--- src/rtl/vgachargen_apb_if_if.sv ---
// APB3 bus bundle between the CPU-side master and the vgachargen memory bridge.
interface vgachargen_apb_if_if;
    logic        psel;
    logic        penable;
    logic        pwrite;
    logic [15:0] paddr;
    logic [31:0] pwdata;
    logic [31:0] prdata;
    logic        pready;
    logic        pslverr;

    modport master (
        output psel, penable, pwrite, paddr, pwdata,
        input  prdata, pready, pslverr
    );

    modport slave (
        input  psel, penable, pwrite, paddr, pwdata,
        output prdata, pready, pslverr
    );
endinterface

--- src/rtl/vgachargen_apb_if.sv ---
// APB3 slave giving the CPU access to port A of the ch_map, col_map and ch_t_rw BRAMs;
// glyph rows are updated by read-modify-write so they can be written one 32-bit lane at a time.
module vgachargen_apb_if #(
    parameter int CH_MAP_ADDR_WIDTH  = 12,
    parameter int CH_MAP_DATA_WIDTH  = 8,
    parameter int COL_MAP_DATA_WIDTH = 8,
    parameter int CH_T_ADDR_WIDTH    = 7,
    parameter int CH_T_DATA_WIDTH    = 128
) (
    input  logic                          clk_i,
    input  logic                          arstn_i,
    vgachargen_apb_if_if.slave            apb,
    output logic [CH_MAP_ADDR_WIDTH-1:0]  ch_map_addr_o,
    output logic [CH_MAP_DATA_WIDTH-1:0]  ch_map_data_o,
    output logic                          ch_map_wen_o,
    input  logic [CH_MAP_DATA_WIDTH-1:0]  ch_map_data_i,
    output logic [CH_MAP_ADDR_WIDTH-1:0]  col_map_addr_o,
    output logic [COL_MAP_DATA_WIDTH-1:0] col_map_data_o,
    output logic                          col_map_wen_o,
    input  logic [COL_MAP_DATA_WIDTH-1:0] col_map_data_i,
    output logic [CH_T_ADDR_WIDTH-1:0]    ch_t_rw_addr_o,
    output logic [CH_T_DATA_WIDTH-1:0]    ch_t_rw_data_o,
    output logic                          ch_t_rw_wen_o,
    input  logic [CH_T_DATA_WIDTH-1:0]    ch_t_rw_data_i
);

    typedef enum logic [2:0] {
        IDLE      = 3'd0,
        MAP_WR    = 3'd1,
        RD_RESP   = 3'd2,
        RMW_MERGE = 3'd3,
        RMW_WR    = 3'd4,
        ERR       = 3'd5
    } state_t;

    state_t                      state_r;
    state_t                      state_n_s;
    logic [CH_T_DATA_WIDTH-1:0]  merge_r;
    logic [CH_T_DATA_WIDTH-1:0]  merged_s;
    logic [1:0]                  region_s;
    logic [11:0]                 word_s;
    logic [1:0]                  lane_s;
    logic                        err_s;
    logic [31:0]                 lane_rd_s;
    logic [31:0]                 rd_mux_s;
    logic                        unused_s;

    assign region_s = apb.paddr[15:14];
    assign word_s   = apb.paddr[13:2];
    assign lane_s   = word_s[1:0];
    assign unused_s = ^apb.paddr[1:0];

    // Glyph words above the 128-glyph table and the top region are unmapped.
    assign err_s = (region_s == 2'b11) || ((region_s == 2'b10) && (word_s[11:9] != 3'd0));

    // BRAM addresses follow paddr directly so the read data lands one cycle after A1.
    assign ch_map_addr_o  = word_s[CH_MAP_ADDR_WIDTH-1:0];
    assign col_map_addr_o = word_s[CH_MAP_ADDR_WIDTH-1:0];
    assign ch_t_rw_addr_o = word_s[CH_T_ADDR_WIDTH+1:2];
    assign ch_t_rw_data_o = merge_r;

    // Lane extraction and lane replacement on the current glyph row.
    always_comb begin
        lane_rd_s = ch_t_rw_data_i[{lane_s, 5'd0} +: 32];
        merged_s  = ch_t_rw_data_i;
        merged_s[{lane_s, 5'd0} +: 32] = apb.pwdata;
    end

    // Read data selection by region.
    always_comb begin
        rd_mux_s = 32'd0;
        case (region_s)
            2'b00:   rd_mux_s = {{(32-CH_MAP_DATA_WIDTH){1'b0}}, ch_map_data_i};
            2'b01:   rd_mux_s = {{(32-COL_MAP_DATA_WIDTH){1'b0}}, col_map_data_i};
            2'b10:   rd_mux_s = lane_rd_s;
            default: rd_mux_s = 32'd0;
        endcase
    end

    // State register.
    always_ff @(posedge clk_i or negedge arstn_i) begin
        if (!arstn_i) begin
            state_r <= IDLE;
        end else begin
            state_r <= state_n_s;
        end
    end

    // Merge register, loaded only while the access is still selected.
    always_ff @(posedge clk_i or negedge arstn_i) begin
        if (!arstn_i) begin
            merge_r <= {CH_T_DATA_WIDTH{1'b0}};
        end else if ((state_r == RMW_MERGE) && apb.psel) begin
            merge_r <= merged_s;
        end else begin
            merge_r <= merge_r;
        end
    end

    // Next-state decode; a dropped psel outside IDLE aborts the transfer.
    always_comb begin
        state_n_s = state_r;
        case (state_r)
            IDLE: begin
                if (apb.psel && apb.penable) begin
                    if (err_s) begin
                        state_n_s = ERR;
                    end else if (!apb.pwrite) begin
                        state_n_s = RD_RESP;
                    end else if (region_s == 2'b10) begin
                        state_n_s = RMW_MERGE;
                    end else begin
                        state_n_s = MAP_WR;
                    end
                end else begin
                    state_n_s = IDLE;
                end
            end
            RMW_MERGE: state_n_s = apb.psel ? RMW_WR : IDLE;
            MAP_WR, RD_RESP, RMW_WR, ERR: state_n_s = IDLE;
            default: state_n_s = IDLE;
        endcase
    end

    // Response and write-enable outputs, all gated by psel so an abort issues nothing.
    always_comb begin
        apb.pready     = 1'b0;
        apb.pslverr    = 1'b0;
        apb.prdata     = 32'd0;
        ch_map_wen_o   = 1'b0;
        col_map_wen_o  = 1'b0;
        ch_t_rw_wen_o  = 1'b0;
        ch_map_data_o  = {CH_MAP_DATA_WIDTH{1'b0}};
        col_map_data_o = {COL_MAP_DATA_WIDTH{1'b0}};
        if (apb.psel) begin
            case (state_r)
                MAP_WR: begin
                    apb.pready     = 1'b1;
                    ch_map_wen_o   = (region_s == 2'b00);
                    col_map_wen_o  = (region_s == 2'b01);
                    ch_map_data_o  = apb.pwdata[CH_MAP_DATA_WIDTH-1:0];
                    col_map_data_o = apb.pwdata[COL_MAP_DATA_WIDTH-1:0];
                end
                RD_RESP: begin
                    apb.pready = 1'b1;
                    apb.prdata = rd_mux_s;
                end
                RMW_WR: begin
                    apb.pready    = 1'b1;
                    ch_t_rw_wen_o = 1'b1;
                end
                ERR: begin
                    apb.pready  = 1'b1;
                    apb.pslverr = 1'b1;
                end
                default: apb.pready = 1'b0;
            endcase
        end else begin
            apb.pready = 1'b0;
        end
    end

endmodule

--- src/flat_wrapper.sv ---
// flat-port wrapper written by rule: the top's interface ports become plain ports
module vgachargen_apb_if_flat 
#(
    parameter int CH_MAP_ADDR_WIDTH  = 12,
    parameter int CH_MAP_DATA_WIDTH  = 8,
    parameter int COL_MAP_DATA_WIDTH = 8,
    parameter int CH_T_ADDR_WIDTH    = 7,
    parameter int CH_T_DATA_WIDTH    = 128
)
  (clk_i, arstn_i, ch_map_addr_o, ch_map_data_o, ch_map_wen_o, ch_map_data_i, col_map_addr_o, col_map_data_o, col_map_wen_o, col_map_data_i, ch_t_rw_addr_o, ch_t_rw_data_o, ch_t_rw_wen_o, ch_t_rw_data_i, apb_psel, apb_penable, apb_pwrite, apb_paddr, apb_pwdata, apb_prdata, apb_pready, apb_pslverr);
  vgachargen_apb_if_if apb_i ();
  input  logic clk_i;
  input  logic arstn_i;
  output logic [CH_MAP_ADDR_WIDTH-1:0] ch_map_addr_o;
  output logic [CH_MAP_DATA_WIDTH-1:0] ch_map_data_o;
  output logic ch_map_wen_o;
  input  logic [CH_MAP_DATA_WIDTH-1:0] ch_map_data_i;
  output logic [CH_MAP_ADDR_WIDTH-1:0] col_map_addr_o;
  output logic [COL_MAP_DATA_WIDTH-1:0] col_map_data_o;
  output logic col_map_wen_o;
  input  logic [COL_MAP_DATA_WIDTH-1:0] col_map_data_i;
  output logic [CH_T_ADDR_WIDTH-1:0] ch_t_rw_addr_o;
  output logic [CH_T_DATA_WIDTH-1:0] ch_t_rw_data_o;
  output logic ch_t_rw_wen_o;
  input  logic [CH_T_DATA_WIDTH-1:0] ch_t_rw_data_i;
  input wire logic [$bits(apb_i.psel)-1:0] apb_psel;
  input wire logic [$bits(apb_i.penable)-1:0] apb_penable;
  input wire logic [$bits(apb_i.pwrite)-1:0] apb_pwrite;
  input wire logic [$bits(apb_i.paddr)-1:0] apb_paddr;
  input wire logic [$bits(apb_i.pwdata)-1:0] apb_pwdata;
  output wire logic [$bits(apb_i.prdata)-1:0] apb_prdata;
  output wire logic [$bits(apb_i.pready)-1:0] apb_pready;
  output wire logic [$bits(apb_i.pslverr)-1:0] apb_pslverr;
  assign apb_i.psel = apb_psel;
  assign apb_i.penable = apb_penable;
  assign apb_i.pwrite = apb_pwrite;
  assign apb_i.paddr = apb_paddr;
  assign apb_i.pwdata = apb_pwdata;
  assign apb_prdata = apb_i.prdata;
  assign apb_pready = apb_i.pready;
  assign apb_pslverr = apb_i.pslverr;
  vgachargen_apb_if #(.CH_MAP_ADDR_WIDTH(CH_MAP_ADDR_WIDTH), .CH_MAP_DATA_WIDTH(CH_MAP_DATA_WIDTH), .COL_MAP_DATA_WIDTH(COL_MAP_DATA_WIDTH), .CH_T_ADDR_WIDTH(CH_T_ADDR_WIDTH), .CH_T_DATA_WIDTH(CH_T_DATA_WIDTH)) u_core (.clk_i(clk_i), .arstn_i(arstn_i), .apb(apb_i), .ch_map_addr_o(ch_map_addr_o), .ch_map_data_o(ch_map_data_o), .ch_map_wen_o(ch_map_wen_o), .ch_map_data_i(ch_map_data_i), .col_map_addr_o(col_map_addr_o), .col_map_data_o(col_map_data_o), .col_map_wen_o(col_map_wen_o), .col_map_data_i(col_map_data_i), .ch_t_rw_addr_o(ch_t_rw_addr_o), .ch_t_rw_data_o(ch_t_rw_data_o), .ch_t_rw_wen_o(ch_t_rw_wen_o), .ch_t_rw_data_i(ch_t_rw_data_i));
endmodule
--- config.mk ---
export PLATFORM = sky130hd
export DESIGN_NAME = vgachargen_apb_if_flat
export DESIGN_NICKNAME = d
export VERILOG_FILES = /design/src/rtl/vgachargen_apb_if_if.sv /design/src/rtl/vgachargen_apb_if.sv /design/src/flat_wrapper.sv
export SDC_FILE = /design/constraint.sdc
export NUM_CORES = 1
export LEC_CHECK = 0
export CAP_MARGIN = 20
export CORE_AREA = 2 2 158 160
export CTS_CLUSTER_SIZE = 20
export DETAILED_ROUTE_END_ITERATION = 12
export DIE_AREA = 0 0 160 162
export GPL_TIMING_DRIVEN = 0
export PLACE_DENSITY_LB_ADDON = 0.2
export RECOVER_POWER = 50
export SYNTH_ARGS = -nofsm -noshare
export SYNTH_HDL_FRONTEND = slang
export SYNTH_SLANG_ARGS = --single-unit
--- constraint.sdc ---
create_clock -name clk_i -period 3.2 [get_ports clk_i]
set_input_delay 0.64 -clock clk_i [delete_from_list [all_inputs] [get_ports clk_i]]
set_output_delay 0.64 -clock clk_i [all_outputs]
set_load 0.01 [all_outputs]
==> summary.md, run 1 <==
| Metric | Value |
|---|---|
| Area Growth Syn to Fin | `62.7%` |
| Clk sink count | `131` |
| Final Slew Violations | `63` |
| Post-Syn Nets | `1074` |
| DP Cell Count | `1596` |
| R2R cell count | `4` |
| Vias in the first global route | `8184` |
| Levels on crit path | `7` |
| Top post-synthesis cells by area | `dfrtp_1 41%, nor2b_1 12%, mux4_2 9.0%, a21oi_1 8.0%, nand2_1 6.1%` |
| Syn. warnings | `0` |
| Worst slack, placed | `-669 ps` |
| R2R Setup Slk | `~1500 ps` |
| Post-synthesis sequential area ratio | `41.0%` |
| Slowest-stage cell, CP | `mux4_2` |
| Setup_tns | `0 ps` |
| Die width | `160 um` |
| Pwr Total | `5.04 mW` |
| DIE HEIGHT | `~160 um` |
| Post-CTS setup buffer count | `0` |
| Diodes inserted | `0` |
| Fin nets | `1492` |
| Clk_lat worst skew | `roughly 420 ps` |
| CTS tree | `yes` |
| Commonest cells after routing, fill and taps aside | `285 x clkdlybuf4s50_1, 153 x nor2b_1, 131 x dfrtp_1` |
| VDD IR max | `237 uV` |
| Hold Vio Cnt, Final | `0` |
| Outcome | `complete, but fails checks` |
| Type of destination of the critical path | `output port` |
| Worst Path Max Fanout | `10` |
| Core area | `0.0241 mm^2` |
| Die ar. | `0.0259 mm^2` |
| Final setup vio count | `0` |
| Final setup margin | `45.2 ps` |
| # IOs | `409` |
| Vias/cell | `4.99` |
| RePlAce Congestion | `0.871` |
| Fill cell count | `between 2000 and 2500` |
| Gr usage total | `26.6%` |
| Worst-Margin Slew | `1640 ps` |
| Hold_buf cts | `0` |
| Max Fclk | `0.317 GHz` |
| Most common cell after layout, fill and taps aside | `clkdlybuf4s50_1` |
| Most repeated library cell on the critical path | `buf_12` |
| Crit path time final | `between 3000 and 4000 ps` |
| DP HPWL | `about 27000 um` |
| Largest net degree at the start of global routing | `71` |
| Worst-path clk slew | `~60 ps` |
| Clk buf depth | `2` |
| CP top delay family | `buffers and inverters` |
| Largest stage delay, worst path | `~500 ps` |
| Vias | `~8000` |
| Starting density of the core | `approximately 33%` |
| RSZ-0062 raised after global routing | `no` |
| Num CTS Buffers | `17` |
| Leading area contributor after synthesis | `dfrtp_1` |
| CP Launch Type | `input pin` |
| IO Port Bufs | `399` |
| Initial antenna violation count | `1` |
| Final core occ | `54.0%` |
| Routed WL | `35000 um` |
| # rows | `between 50 and 60` |
| Gr ovfl total | `0` |
| Hold Crit Class | `register to register` |
| Clock skew | `about 8.6 ps` |
| WP data required | `2560 ps` |
| Worst Setup EP | `apb_prdata[3]` |
| Crit path buffers/inverters | `5` |
| Arr. time, crit path | `2510 ps` |
| Crit. Startpoint | `apb_paddr[2]` |
| Synth Cell Area | `roughly 0.008 mm^2` |
| R2R Path Start | `u_core.state_r[2]` |
| Failing checks | `capacitance limit, slew limit` |
| Post-route cell area | `0.0130 mm^2` |
| Hold WS | `476 ps` |
| Cell Area, Placed | `0.0124 mm^2` |
| Post-Syn Instances | `872` |
| Crit path cell chain | `clkdlybuf4s15_2, buf_12, buf_12, mux4_2, inv_1, o22ai_1, clkdlybuf4s50_1` |
| Leak pwr | `~5.7 nW` |
| Number of remaining DRC errors | `0` |
| H-Tree Depth | `4` |
| Drt wl/cell | `roughly 22 um` |
| RR Endpoint | `u_core.ch_t_rw_data_o[69]` |
| Yosys reg bits | `between 100 and 150` |
| Slew HR | `-9.44%` |
| Finished Layout Cells | `1627` |
| DRT Pass-1 Iters | `5` |
| Power Density | `387 mW/mm^2` |
| Global-route wire length before repair | `approximately 52000 um` |
| Syn Area/Cell | `9.18 um^2` |
| Root Buffer | `clkbuf_16` |
| Critical setup path kind | `input pin to output port` |
| Fin crit share | `98.6%` |
| Synth unique cells | `32` |
| Max-cap violations | `1` |
| Initial DRC count | `516` |
| Layout cell share with drive strength beyond 1 | `12.1%` |
| DRT antenna net count | `0` |
| Area share of the largest cell type after synthesis | `a little over 40%` |
[state kept, by name (all words and copies together) (netlist names)]
name	count
u_core.state_r	3
u_core.ch_t_rw_data_o	128
[worst min-delay path: cells and delay by family, from the launching register on]
kind | cells | cell delay (ps)
flip-flops | 1 | 330
AND/OR/NAND/NOR | 1 | 40
AO/OA/AOI/OAI | 1 | 60
[synthesized netlist by cell type]
cell type	instances
and3_1	1
nand4_1	1
buf_8	1
o21ai_1	82
buf_6	25
and4b_1	1
buf_1	1
o22ai_1	8
o21ai_0	46
nand2_1	130
nor2_1	4
ha_1	5
nor2b_1	153
and4bb_2	3
buf_2	7
nor3b_1	1
mux2i_1	8
buf_4	46
dfrtp_1	131
nand3_1	1
and3b_1	1
mux4_2	32
o41a_1	1
inv_1	10
and2_1	9
clkbuf_1	28
nand2b_1	3
a211oi_1	1
nor4bb_4	2
xnor2_1	1
nand4b_2	1
a21oi_1	128
[where the power goes]
group          switching (mW)  internal [mW]
Combinational           0.561          0.710
Clock                   0.824           1.08
Sequential             0.0748           1.80
Total                    1.46           3.59
[logic make-up after synthesis]
family,count (synthesis),share of synthesized area (%)
buffers and inverters,118,10.3
xor gates and xnor gates,1,0.109
DFF,131,41.0
muxes,40,10.0
and+or+nand+nor,311,21.0
adders and majority gates,5,0.781
AOI/OAI and AO/OA,266,16.9
[final cells by class]
cell class / instances / area, um^2 / share of cell area, %
plain buffers: 107 / 826 / 6.34
clock buffers: 18 / 429 / 3.29
clock inverters: 14 / 131 / 1.01
inverters: 10 / 37.5 / 0.288
multi-input cells: 623 / 3920 / 30.1
flip-flops and latches: 131 / 3280 / 25.2
well taps: 324 / 405 / 3.11
repair buffers: 400 / 4000 / 30.7
[what timing repair did]
item                                    CTS  global route
gates resized for setup                  27             8
endpoints found under the setup margin   40            25
hold endpoints to repair                  0             0
[routing by layer]
metal / up-vias / GRT usage, % / wire [um]
met4: 2 / 7.04 / 673
met5: - / 0 / 13
met2: 341 / 46.6 / 17300
met1: 3938 / 33.3 / 14700
li1: 3788 / - / -
met3: 43 / 6.03 / 2300
[how the worst min path moves through the flow]
stage / startpoint / to / slack, ps / depth (start not counted)
floorplan: arstn_i / u_core.ch_t_rw_data_o[0] / 340 / 0
finish: u_core.ch_t_rw_data_o[52] / u_core.ch_t_rw_data_o[52] / 480 / 2
global route: u_core.ch_t_rw_data_o[112] / u_core.ch_t_rw_data_o[112] / 500 / 2
detailed placement: u_core.ch_t_rw_data_o[100] / u_core.ch_t_rw_data_o[100] / 470 / 2
global placement: u_core.ch_t_rw_data_o[87] / u_core.ch_t_rw_data_o[87] / 460 / 2
CTS: arstn_i / u_core.ch_t_rw_data_o[10] / 220 / 1
Note: power is estimated with default switching activity, not from simulation.
==> run 2: changes to the inputs <==
--- a/config.mk
+++ b/config.mk
@@ -11,6 +11,7 @@
 export DETAILED_ROUTE_END_ITERATION = 12
 export DIE_AREA = 0 0 160 162
 export GPL_TIMING_DRIVEN = 0
+export MAX_ROUTING_LAYER = met4
 export PLACE_DENSITY_LB_ADDON = 0.2
 export RECOVER_POWER = 50
 export SYNTH_ARGS = -nofsm -noshare
==> run 2 against run 1 <==
The flow still finishes with violations (capacitance limit, slew limit); maximum frequency increased by 0.51%; via count down 0.49%; combinational power about the same; worst setup slack improved by 16 ps; clock-buffer cell count is the same; total power is 0.28% lower; sequential power barely moved; first-iteration DRC count is 9.3% lower; die area did not move; clock power is essentially flat; cell area barely moved; critical path type unchanged.
==> summary.md, run 2 (synthesized netlist as in run 1, its figures left out) <==
| Metric | Value |
|---|---|
| CP Launch Type | `input pin` |
| Vias in the first global route | `8209 (+0.31%)` |
| Crit path cell chain | `clkdlybuf4s15_2, buf_12, buf_12, mux4_2, inv_1, o22ai_1, clkdlybuf4s50_1` |
| H-Tree Depth | `4 (unchanged)` |
| Layout cell share with drive strength beyond 1 | `12.1% (unchanged)` |
| Gr usage total | `27.4% (+0.83 points)` |
| Drt wl/cell | `21.5 um (-0.13%)` |
| # rows | `57 (unchanged)` |
| Largest net degree at the start of global routing | `71 (unchanged)` |
| Clk_lat worst skew | `430 ps (about the same)` |
| R2R Setup Slk | `1460 ps (-20 ps)` |
| DIE HEIGHT | `162 um (unchanged)` |
| Clk buf depth | `2 (unchanged)` |
| Power Density | `386 mW/mm^2 (-0.30%)` |
| Vias | `8072 (-0.49%)` |
| Commonest cells after routing, fill and taps aside | `285 x clkdlybuf4s50_1, 153 x nor2b_1, 131 x dfrtp_1` |
| Fin crit share | `98.1% (-0.50 points)` |
| Arr. time, crit path | `2500 ps (about the same)` |
| Number of remaining DRC errors | `0 (unchanged)` |
| Worst-Margin Slew | `1650 ps (+7.60 ps)` |
| WP data required | `2560 ps (about the same)` |
| Root Buffer | `clkbuf_16` |
| Largest stage delay, worst path | `500 ps (about the same)` |
| Crit path time final | `3140 ps (-15.9 ps)` |
| Failing checks | `capacitance limit, slew limit` |
| Post-CTS setup buffer count | `0 (unchanged)` |
| Final core occ | `54.0% (about the same)` |
| IO Port Bufs | `399 (unchanged)` |
| Slew HR | `-9.95% (-0.51 points)` |
| CTS tree | `yes` |
| Num CTS Buffers | `17 (unchanged)` |
| Hold Vio Cnt, Final | `0 (unchanged)` |
| Die ar. | `0.0259 mm^2 (unchanged)` |
| Vias/cell | `4.96 (-0.55%)` |
| Core area | `0.0241 mm^2 (unchanged)` |
| Clock skew | `11.1 ps (+2.48 ps)` |
| Fin nets | `1492 (unchanged)` |
| Slowest-stage cell, CP | `mux4_2` |
| Setup_tns | `0 ps (unchanged)` |
| Area Growth Syn to Fin | `62.7% (about the same)` |
| Most repeated library cell on the critical path | `buf_12` |
| Gr ovfl total | `0 (unchanged)` |
| RSZ-0062 raised after global routing | `no` |
| # IOs | `409 (unchanged)` |
| Worst Path Max Fanout | `10 (unchanged)` |
| DP HPWL | `26600 um (unchanged)` |
| Leak pwr | `5.67 nW (about the same)` |
| VDD IR max | `233 uV (-1.7%)` |
| Final setup vio count | `0 (unchanged)` |
| Die width | `160 um (unchanged)` |
| Max-cap violations | `1 (unchanged)` |
| Global-route wire length before repair | `51600 um (-0.16%)` |
| Max FFs per register | `128 (unchanged)` |
| Clk sink count | `131 (unchanged)` |
| Worst-path clk slew | `60 ps (about the same)` |
| Starting density of the core | `33.2% (unchanged)` |
| DRT Pass-1 Iters | `5 (unchanged)` |
| RePlAce Congestion | `0.886 (+1.6%)` |
| Initial DRC count | `468 (-9.3%)` |
| Initial antenna violation count | `1 (unchanged)` |
| Final Slew Violations | `63 (unchanged)` |
| Outcome | `complete, but fails checks` |
| Hold Crit Class | `register to register` |
| Routed WL | `35000 um (about the same)` |
| Critical setup path kind | `input pin to output port` |
| Type of destination of the critical path | `output port` |
| DRT antenna net count | `0 (unchanged)` |
| Most common cell after layout, fill and taps aside | `clkdlybuf4s50_1` |
| Max Fclk | `0.319 GHz (+0.51%)` |
run 2: cell types whose count changed in the layout (fill, tap and decap cells not counted), sizes merged:
cell / before / now
diode: 0 / 1
run 2: area by class of cell:
class,count,area [um^2]
Antenna cell,1,2.50
Buffer,107,826
Clock buffer,18,429
Clock inverter,14,131
Fill cell,2328,11100
Inverter,10,37.5
Multi-Input combinational cell,623,3920
Sequential cell,131,3280
Tap cell,324,405
Timing Repair Buffer,400,4000
run 2: metal layers:
metal  vias to the layer above  share of wire, %  GRT usage [%]  wire, um
met5                         -                 0              -         0
met2                       338                50           46.5     17400
met4                         0               1.9           7.17       667
met3                        39               6.5           6.23      2290
li1                       3787                 -              -         -
met1                      3908                42           33.2     14700
run 2: metrics by stage:
stage	total power [mW]	cells	worst slack [ps]	instance area [um^2]	hold slack [ps]
floorplan	2.41	872	873	8010	344
global placement	3.20	1595	-4040	12400	461
detailed placement	3.22	1596	-669	12400	469
CTS	5.11	1628	-2.41	13000	219
global route	5.25	1628	7.44	13000	505
finish	5.03	1628	61.0	13000	475
run 2: path summary, 6_finish.rpt:
path,startpoint,endpoint,cells after the start
max reg2reg,u_core.state_r[2],u_core.ch_t_rw_data_o[69],4
min,u_core.ch_t_rw_data_o[52],u_core.ch_t_rw_data_o[52],2
max,apb_paddr[2],apb_prdata[3],7
max in group asynchronous,arstn_i,u_core.ch_t_rw_data_o[122],2
min in group asynchronous,arstn_i,u_core.ch_t_rw_data_o[10],1
min reg2reg,u_core.ch_t_rw_data_o[52],u_core.ch_t_rw_data_o[52],2
run 2: power breakdown:
part,internal [mW],total (mW),leakage [nW],switching [mW]
clock network,1.08,1.89,0.263,0.813
logic,0.709,1.27,3.61,0.559
registers,1.80,1.87,1.80,0.0744
run 2: critical path: cells and delay by family:
kind / cells / cell delay, ps
AO/OA/AOI/OAI: 1 / 80
multiplexers: 1 / 500
buffers and inverters: 5 / 1260
run 2: what timing repair did:
item,in CTS,in global routing
cloned,0,0
gates resized for setup,27,8
hold buffers,0,0
hold endpoints to repair,0,0
setup endpoints to repair,40,25
